$ cat src/rtl/cred_pkg.sv
// Shared definitions for the credential store: slot geometry, address
// field layout, enrollment state encoding and the reset-default contents.
package cred_pkg;

   localparam int NUM_SLOTS  = 4;
   localparam int GUEST_SLOT = 3;
   localparam int ID_LEN     = 4;
   localparam int PW_LEN     = 6;

   // Fetch address layout: {digit[5:3], slot[2:0]}
   localparam int ADDR_W    = 6;
   localparam int SLOT_LSB  = 0;
   localparam int SLOT_MSB  = 2;
   localparam int DIGIT_LSB = 3;
   localparam int DIGIT_MSB = 5;

   // Width of a latched, already range-checked slot index
   localparam int SLOT_IDX_W = 2;

   localparam logic [3:0] INVALID_DIGIT = 4'hF;
   localparam logic [3:0] MAX_BCD       = 4'd9;

   typedef enum logic [2:0] {
      ST_IDLE,
      ST_ID_ENTRY,
      ST_PW_ENTRY,
      ST_CHECK,
      ST_COMMIT
   } enrollState_e;

   // Default ID for slot s is 0,0,0,s (index 0 first)
   function automatic logic [3:0] defaultIdDigit(input int slot, input int idx);
      if (idx == ID_LEN - 1) begin
         return 4'(slot);
      end
      return 4'd0;
   endfunction

   // Default password for slot s is s repeated in every position
   function automatic logic [3:0] defaultPwDigit(input int slot);
      return 4'(slot);
   endfunction

endpackage

$ cat src/rtl/cred_read_port.sv
// One read port of the credential store: a two-stage pipe (address register,
// then data register) with a range check that returns INVALID_DIGIT for any
// slot or digit outside the stored array.
module cred_read_port
   import cred_pkg::*;
#(
   parameter int DIGIT_LEN = 4
) (
   input  logic                              clk,
   input  logic                              reset,
   input  logic [ADDR_W-1:0]                 addr_i,
   input  logic [NUM_SLOTS*DIGIT_LEN*4-1:0]  memFlat_i,
   output logic [3:0]                        digit_o
);

   localparam int FLAT_W = NUM_SLOTS * DIGIT_LEN * 4;
   localparam int IDX_W  = $clog2(FLAT_W);

   logic [ADDR_W-1:0] addrQ;
   logic [3:0]        dataQ;
   logic [3:0]        lookupData;
   logic [2:0]        slotField;
   logic [2:0]        digitField;
   logic [IDX_W-1:0]  bitIdx;

   // Decode the registered address and pick the addressed digit, or the
   // invalid marker when the slot or digit lies outside the array
   always_comb begin
      lookupData = INVALID_DIGIT;
      slotField  = addrQ[SLOT_MSB:SLOT_LSB];
      digitField = addrQ[DIGIT_MSB:DIGIT_LSB];
      bitIdx     = '0;
      if ((int'(slotField) < NUM_SLOTS) && (int'(digitField) < DIGIT_LEN)) begin
         bitIdx     = IDX_W'((int'(slotField) * DIGIT_LEN + int'(digitField)) * 4);
         lookupData = memFlat_i[bitIdx +: 4];
      end
   end

   // First edge captures the address, second edge captures the array word,
   // so the array is sampled at the data-register edge
   always_ff @(posedge clk or negedge reset) begin
      if (!reset) begin
         addrQ <= '0;
         dataQ <= '0;
      end else begin
         addrQ <= addr_i;
         dataQ <= lookupData;
      end
   end

   assign digit_o = dataQ;

endmodule

$ cat src/rtl/credential_store.sv
// Credential store: register-array ID/password memory with two independent
// 2-cycle read ports, plus the keypad enrollment FSM that shadows a new
// 4-digit ID and 6-digit password and commits all ten digits in one edge.
module credential_store
   import cred_pkg::*;
(
   input  logic        clk,
   input  logic        reset,
   input  logic [5:0]  ID_addr,
   input  logic [5:0]  pass_addr,
   output logic [3:0]  ID_digit,
   output logic [3:0]  pass_digit,
   input  logic        enroll_start,
   input  logic [2:0]  enroll_slot,
   input  logic        enroll_abort,
   input  logic        load,
   input  logic [3:0]  input_data,
   output logic        enroll_busy,
   output logic        enroll_done,
   output logic        enroll_error
);

   logic [3:0] idMemQ [NUM_SLOTS][ID_LEN];
   logic [3:0] pwMemQ [NUM_SLOTS][PW_LEN];

   logic [NUM_SLOTS*ID_LEN*4-1:0] idFlat;
   logic [NUM_SLOTS*PW_LEN*4-1:0] pwFlat;

   enrollState_e          stateQ, stateD;
   logic [SLOT_IDX_W-1:0] slotQ, slotD;
   logic [2:0]            countQ, countD;
   logic [3:0]            idShadowQ [ID_LEN];
   logic [3:0]            idShadowD [ID_LEN];
   logic [3:0]            pwShadowQ [PW_LEN];
   logic [3:0]            pwShadowD [PW_LEN];
   logic                  busyQ, busyD;
   logic                  doneQ, doneD;
   logic                  errorQ, errorD;
   logic                  commitEn;
   logic                  dupFound;
   logic                  slotMatch;

   // Present the arrays to the read ports as flat vectors
   for (genvar s = 0; s < NUM_SLOTS; s++) begin : gFlatSlot
      for (genvar d = 0; d < ID_LEN; d++) begin : gFlatId
         assign idFlat[(s*ID_LEN+d)*4 +: 4] = idMemQ[s][d];
      end
      for (genvar d = 0; d < PW_LEN; d++) begin : gFlatPw
         assign pwFlat[(s*PW_LEN+d)*4 +: 4] = pwMemQ[s][d];
      end
   end

   cred_read_port #(.DIGIT_LEN(ID_LEN)) uIdPort (
      .clk       (clk),
      .reset     (reset),
      .addr_i    (ID_addr),
      .memFlat_i (idFlat),
      .digit_o   (ID_digit)
   );

   cred_read_port #(.DIGIT_LEN(PW_LEN)) uPassPort (
      .clk       (clk),
      .reset     (reset),
      .addr_i    (pass_addr),
      .memFlat_i (pwFlat),
      .digit_o   (pass_digit)
   );

   // Look for the shadow ID in every slot other than the target, guest included
   always_comb begin
      dupFound  = 1'b0;
      slotMatch = 1'b0;
      for (int s = 0; s < NUM_SLOTS; s++) begin
         slotMatch = 1'b1;
         for (int d = 0; d < ID_LEN; d++) begin
            if (idMemQ[s][d] != idShadowQ[d]) begin
               slotMatch = 1'b0;
            end
         end
         if (slotMatch && (SLOT_IDX_W'(s) != slotQ)) begin
            dupFound = 1'b1;
         end
      end
   end

   // Enrollment next-state logic; any return to IDLE discards the shadows
   always_comb begin
      stateD    = stateQ;
      slotD     = slotQ;
      countD    = countQ;
      idShadowD = idShadowQ;
      pwShadowD = pwShadowQ;
      doneD     = 1'b0;
      errorD    = 1'b0;
      commitEn  = 1'b0;

      case (stateQ)
         ST_IDLE: begin
            if (enroll_start) begin
               if ((enroll_slot >= 3'(NUM_SLOTS)) || (enroll_slot == 3'(GUEST_SLOT))) begin
                  errorD = 1'b1;
               end else begin
                  slotD  = enroll_slot[SLOT_IDX_W-1:0];
                  countD = 3'd0;
                  stateD = ST_ID_ENTRY;
               end
            end
         end
         ST_ID_ENTRY: begin
            if (enroll_abort) begin
               stateD = ST_IDLE;
            end else if (load) begin
               if (input_data > MAX_BCD) begin
                  errorD = 1'b1;
                  stateD = ST_IDLE;
               end else begin
                  idShadowD[countQ[1:0]] = input_data;
                  if (countQ == 3'(ID_LEN - 1)) begin
                     countD = 3'd0;
                     stateD = ST_PW_ENTRY;
                  end else begin
                     countD = countQ + 3'd1;
                  end
               end
            end
         end
         ST_PW_ENTRY: begin
            if (enroll_abort) begin
               stateD = ST_IDLE;
            end else if (load) begin
               if (input_data > MAX_BCD) begin
                  errorD = 1'b1;
                  stateD = ST_IDLE;
               end else begin
                  pwShadowD[countQ] = input_data;
                  if (countQ == 3'(PW_LEN - 1)) begin
                     countD = 3'd0;
                     stateD = ST_CHECK;
                  end else begin
                     countD = countQ + 3'd1;
                  end
               end
            end
         end
         ST_CHECK: begin
            if (enroll_abort) begin
               stateD = ST_IDLE;
            end else if (dupFound) begin
               errorD = 1'b1;
               stateD = ST_IDLE;
            end else begin
               stateD = ST_COMMIT;
            end
         end
         ST_COMMIT: begin
            if (enroll_abort) begin
               stateD = ST_IDLE;
            end else begin
               commitEn = 1'b1;
               doneD    = 1'b1;
               stateD   = ST_IDLE;
            end
         end
         default: begin
            stateD = ST_IDLE;
         end
      endcase

      if (stateD == ST_IDLE) begin
         countD    = 3'd0;
         idShadowD = '{default: '0};
         pwShadowD = '{default: '0};
      end

      busyD = (stateD != ST_IDLE);
   end

   // Enrollment state, shadow buffers and registered status pulses
   always_ff @(posedge clk or negedge reset) begin
      if (!reset) begin
         stateQ    <= ST_IDLE;
         slotQ     <= '0;
         countQ    <= '0;
         idShadowQ <= '{default: '0};
         pwShadowQ <= '{default: '0};
         busyQ     <= 1'b0;
         doneQ     <= 1'b0;
         errorQ    <= 1'b0;
      end else begin
         stateQ    <= stateD;
         slotQ     <= slotD;
         countQ    <= countD;
         idShadowQ <= idShadowD;
         pwShadowQ <= pwShadowD;
         busyQ     <= busyD;
         doneQ     <= doneD;
         errorQ    <= errorD;
      end
   end

   // Credential arrays: defaults on reset, all ten digits written in one commit edge
   always_ff @(posedge clk or negedge reset) begin
      if (!reset) begin
         for (int s = 0; s < NUM_SLOTS; s++) begin
            for (int d = 0; d < ID_LEN; d++) begin
               idMemQ[s][d] <= defaultIdDigit(s, d);
            end
            for (int d = 0; d < PW_LEN; d++) begin
               pwMemQ[s][d] <= defaultPwDigit(s);
            end
         end
      end else if (commitEn) begin
         for (int d = 0; d < ID_LEN; d++) begin
            idMemQ[slotQ][d] <= idShadowQ[d];
         end
         for (int d = 0; d < PW_LEN; d++) begin
            pwMemQ[slotQ][d] <= pwShadowQ[d];
         end
      end
   end

   assign enroll_busy  = busyQ;
   assign enroll_done  = doneQ;
   assign enroll_error = errorQ;

endmodule
$ cat config.mk
export PLATFORM = sky130hd
export DESIGN_NAME = credential_store
export DESIGN_NICKNAME = d
export VERILOG_FILES = /design/src/rtl/cred_pkg.sv /design/src/rtl/cred_read_port.sv /design/src/rtl/credential_store.sv
export SDC_FILE = /design/constraint.sdc
export NUM_CORES = 1
export LEC_CHECK = 0
export CORE_ASPECT_RATIO = 0.75
export CORE_MARGIN = 1
export CORE_UTILIZATION = 45
export CTS_CLUSTER_DIAMETER = 40
export DETAILED_ROUTE_END_ITERATION = 8
export DONT_BUFFER_PORTS = 1
export GPL_TIMING_DRIVEN = 0
export HOLD_SLACK_MARGIN = 0.02
export MAX_ROUTING_LAYER = met4
export PLACE_DENSITY_LB_ADDON = 0.12
export SLEW_MARGIN = 20
export SYNTH_ARGS = -nofsm -noshare
export SYNTH_HDL_FRONTEND = slang
export SYNTH_HIERARCHICAL = 1
export SYNTH_SLANG_ARGS = --single-unit
$ cat constraint.sdc
create_clock -name clk -period 3.8 [get_ports clk]
set_clock_uncertainty 0.1 [all_clocks]
set_input_delay 0.38 -clock clk [delete_from_list [all_inputs] [get_ports clk]]
set_output_delay 0.38 -clock clk [all_outputs]
set_load 0.01 [all_outputs]
==> impl_metrics.tcl <==
set metrics [dict create \
    seq_power_share 0.442 \
    synthCells 820 \
    rrSetupSlack_ps 220 \
    fin_ws_ps 223.7 \
    worstSetupStartpointType "flop" \
    synth_common_cells "dfrtp_1 (203), mux2_2 (160), xnor2_1 (61), mux2i_1 (60), nor3_1 (42)" \
    num-fill-cells 2093 \
    yosys.area.top_type "dfrtp_1" \
    critPathKind "reg2reg" \
    firstDrtPassIters 5 \
    yosys_warnings 6 \
    hold_buffers 18 \
    p_sw_frac 0.2382 \
    rows 49 \
    whs_ps -562.9 \
    cts_buffers 30 \
    p_leak_nw 6.024 \
    ir_drop_mv 0.3538 \
    die-area_um2 25930 \
    die_w_um 185.6 \
    fin_nets 906 \
    synthFlopType "dfrtp_1" \
    max_cap_violations 0 \
    diodes 0 \
    r2r_cells 8 \
    vias 7047 \
    core_area_um2 24400 \
    slew_headroom 0.4792 \
    synth-seq-cells 231 \
    synth_nets 856 \
    final_area_um2 13000 \
    grt_pass1_vias 7320 \
    grt_max_degree 232 \
    routed_wl_mm 28.38 \
    cts.repair.resized 0 \
    max_freq_mhz 279.6 \
    grt_use_total 0.2373 \
    cts_setup_buffers 0 \
    synth_area_leaders "dfrtp_1 (45%), mux2_2 (16%), mux4_2 (6.5%)" \
    start_util 0.4662 \
    async_flop_share 1.000 \
    post-route-min-period_ps 3576 \
    cts.reportedPaths.clkPinSlew_ps 60 \
    pin_count 35 \
    grt_pass1_wl_mm 44.71 \
    combPwrFrac 0.059 \
    violations "negative hold slack" \
    grt-ovfl-total 0 \
    clkPwrFrac 0.499 \
    avgSynthCellArea_um2 13.87 \
    dp.cells 1151 \
    synth_area_um2 11380 \
    min_path_type "in2async" \
    routedWlPerCell_um 23.17 \
    insertion_delay_ps 550 \
    power-per-cell-area_nw_per_um2 437.6 \
    yosysTopAreaCellShare 0.4465 \
    htreeDepth 1 \
    synth_most_common_cell "dfrtp_1" \
    antenna_left 0 \
    rr_startpoint "uPassPort/addrQ[1]$_DFF_PN0_" \
    end_kind "flop" \
    synth_cell_types 58 \
    drc_errors 0 \
    post-route-util 0.5328 \
    first_iter_violations 499 \
    drive_above_1_share 0.3691 \
    cts_tree "done" \
    fin_setup_tns_ps 0 \
    power_mw 5.688 \
    worstPathRequired_ps 4120 \
    setup_viol 0 \
    net-switching-power_mw 1.355 \
    clk_path_buf_depth 3 \
    intPower_mw 4.334 \
    synth_edf_count 0 \
    place_ws_ps 239.2 \
    clkSinkCount 231 \
    place_area_um2 11790 \
    slew_violations 0 \
    hpwl_mm 19.92 \
    fp.dieH_um 139.7 \
    critPathMaxFanout 10 \
    status "complete, but fails checks" \
    via_per_inst 5.753 \
    port_buffers 0 \
    timing_worst_slew_pin_value_ps 781.2 \
    synth_seq_area_share 0.5112 \
    timing.final.crit_share 0.9411 \
    final_cell_count_no_fill 1225 \
    grt_setup_unrepaired "no" \
    r2r_end "uPassPort/digit_o[2]$_DFF_PN0_" \
    arrival_ps 3890 \
    gp_congestion 0.9002 \
    hold_viol_final 231 \
    syn_to_final_growth_pct 14.28 \
    antenna_found_initial 1 \
    ctsRootBufferMaster "clkbuf_16" \
]
-- how the worst max path moves through the flow --
stage | startpoint | end | slack [ps] | depth (start not counted)
4_1_cts | uPassPort/addrQ[1]$_DFF_PN0_ | uPassPort/digit_o[2]$_DFF_PN0_ | 230 | 8
3_3_place_gp | uPassPort/addrQ[1]$_DFF_PN0_ | uPassPort/digit_o[1]$_DFF_PN0_ | 240 | 8
3_5_place_dp | uPassPort/addrQ[1]$_DFF_PN0_ | uPassPort/digit_o[2]$_DFF_PN0_ | 240 | 8
6_report | uPassPort/addrQ[1]$_DFF_PN0_ | uPassPort/digit_o[2]$_DFF_PN0_ | 220 | 8
2_1_floorplan | uPassPort/addrQ[1]$_DFF_PN0_ | uPassPort/digit_o[2]$_DFF_PN0_ | 1100 | 8
5_1_grt | uPassPort/addrQ[1]$_DFF_PN0_ | uPassPort/digit_o[0]$_DFF_PN0_ | 120 | 8
-- cell usage in the layout, fill, tap and decap left out, types with 9 or more instances in the layout --
| cell type | count |
|---|---|
| ha_1 | 10 |
| dlygate4sd3_1 | 18 |
| nand2_1 | 13 |
| nor4_1 | 9 |
| dfrtp_1 | 203 |
| mux2i_1 | 60 |
| buf_4 | 20 |
| buf_1 | 12 |
| nand4_1 | 15 |
| clkbuf_16 | 31 |
| nand3_1 | 17 |
| clkbuf_1 | 9 |
| dfstp_2 | 28 |
| mux2_2 | 160 |
| o21ai_0 | 16 |
| nor2_1 | 14 |
| buf_2 | 12 |
| mux4_2 | 33 |
| xnor2_1 | 61 |
| nor3_1 | 42 |
-- area by class of cell --
class,instances,area [µm²],area share
Buffer,62,404.1,0.03109
Clock buffer,40,879.6,0.06766
Clock inverter,16,150.1,0.01155
Inverter,8,30.03,0.002310
Multi-Input combinational cell,519,5126,0.3943
Sequential cell,231,5816,0.4474
Tap cell,331,414.1,0.03186
Timing Repair Buffer,18,180.2,0.01386
-- flip-flops by register name, summed over array words and instances (netlist names) --
signal             count
uIdPort/digit_o        4
uIdPort/addrQ          6
stateQ                 3
enroll_done            1
idFlat                64
slotQ                  2
pwFlat                96
pwShadowQ             24
uPassPort/digit_o      4
enroll_error           1
enroll_busy            1
idShadowQ             16
uPassPort/addrQ        6
countQ                 3
-- power groups by stage --
stage               Combinational (mW)  Clock [mW]  Sequential, mW
floorplan                        0.236           0            2.55
global placement                 0.314           0            2.56
detailed placement               0.317           0            2.56
CTS                              0.335        2.89            2.51
global route                     0.363        3.01            2.52
finish                           0.335        2.84            2.52
-- logic make-up (layout without fill, tap and decap cells) --
group | after synthesis | after routing | synth area share
multiplexers | 258 | 258 | 0.2854
flip-flops | 231 | 231 | 0.5112
XOR/XNOR | 70 | 70 | 0.05455
buffers and inverters | 70 | 144 | 0.03817
AO/OA/AOI/OAI | 43 | 43 | 0.02673
AND/OR/NAND/NOR | 136 | 136 | 0.06940
adder cells (fa/ha/maj) | 12 | 12 | 0.01452
-- metal layers --
layer,global-route usage,up-vias,part of all wire
li1,-,3115,-
met1,0.3789,3734,0.52
met2,0.3152,165,0.41
met3,0.04030,33,0.058
met4,0.03883,0,0.012
met5,-,-,0
-- critical path: stages (launching register included) --
cell	delay [ps]
dfrtp_1	420
ha_1	340
fa_1	520
clkbuf_1	410
buf_2	440
mux4_2	350
mux2i_1	340
o21ai_0	160
a311o_1	380
(Power assumes the default switching activity.)
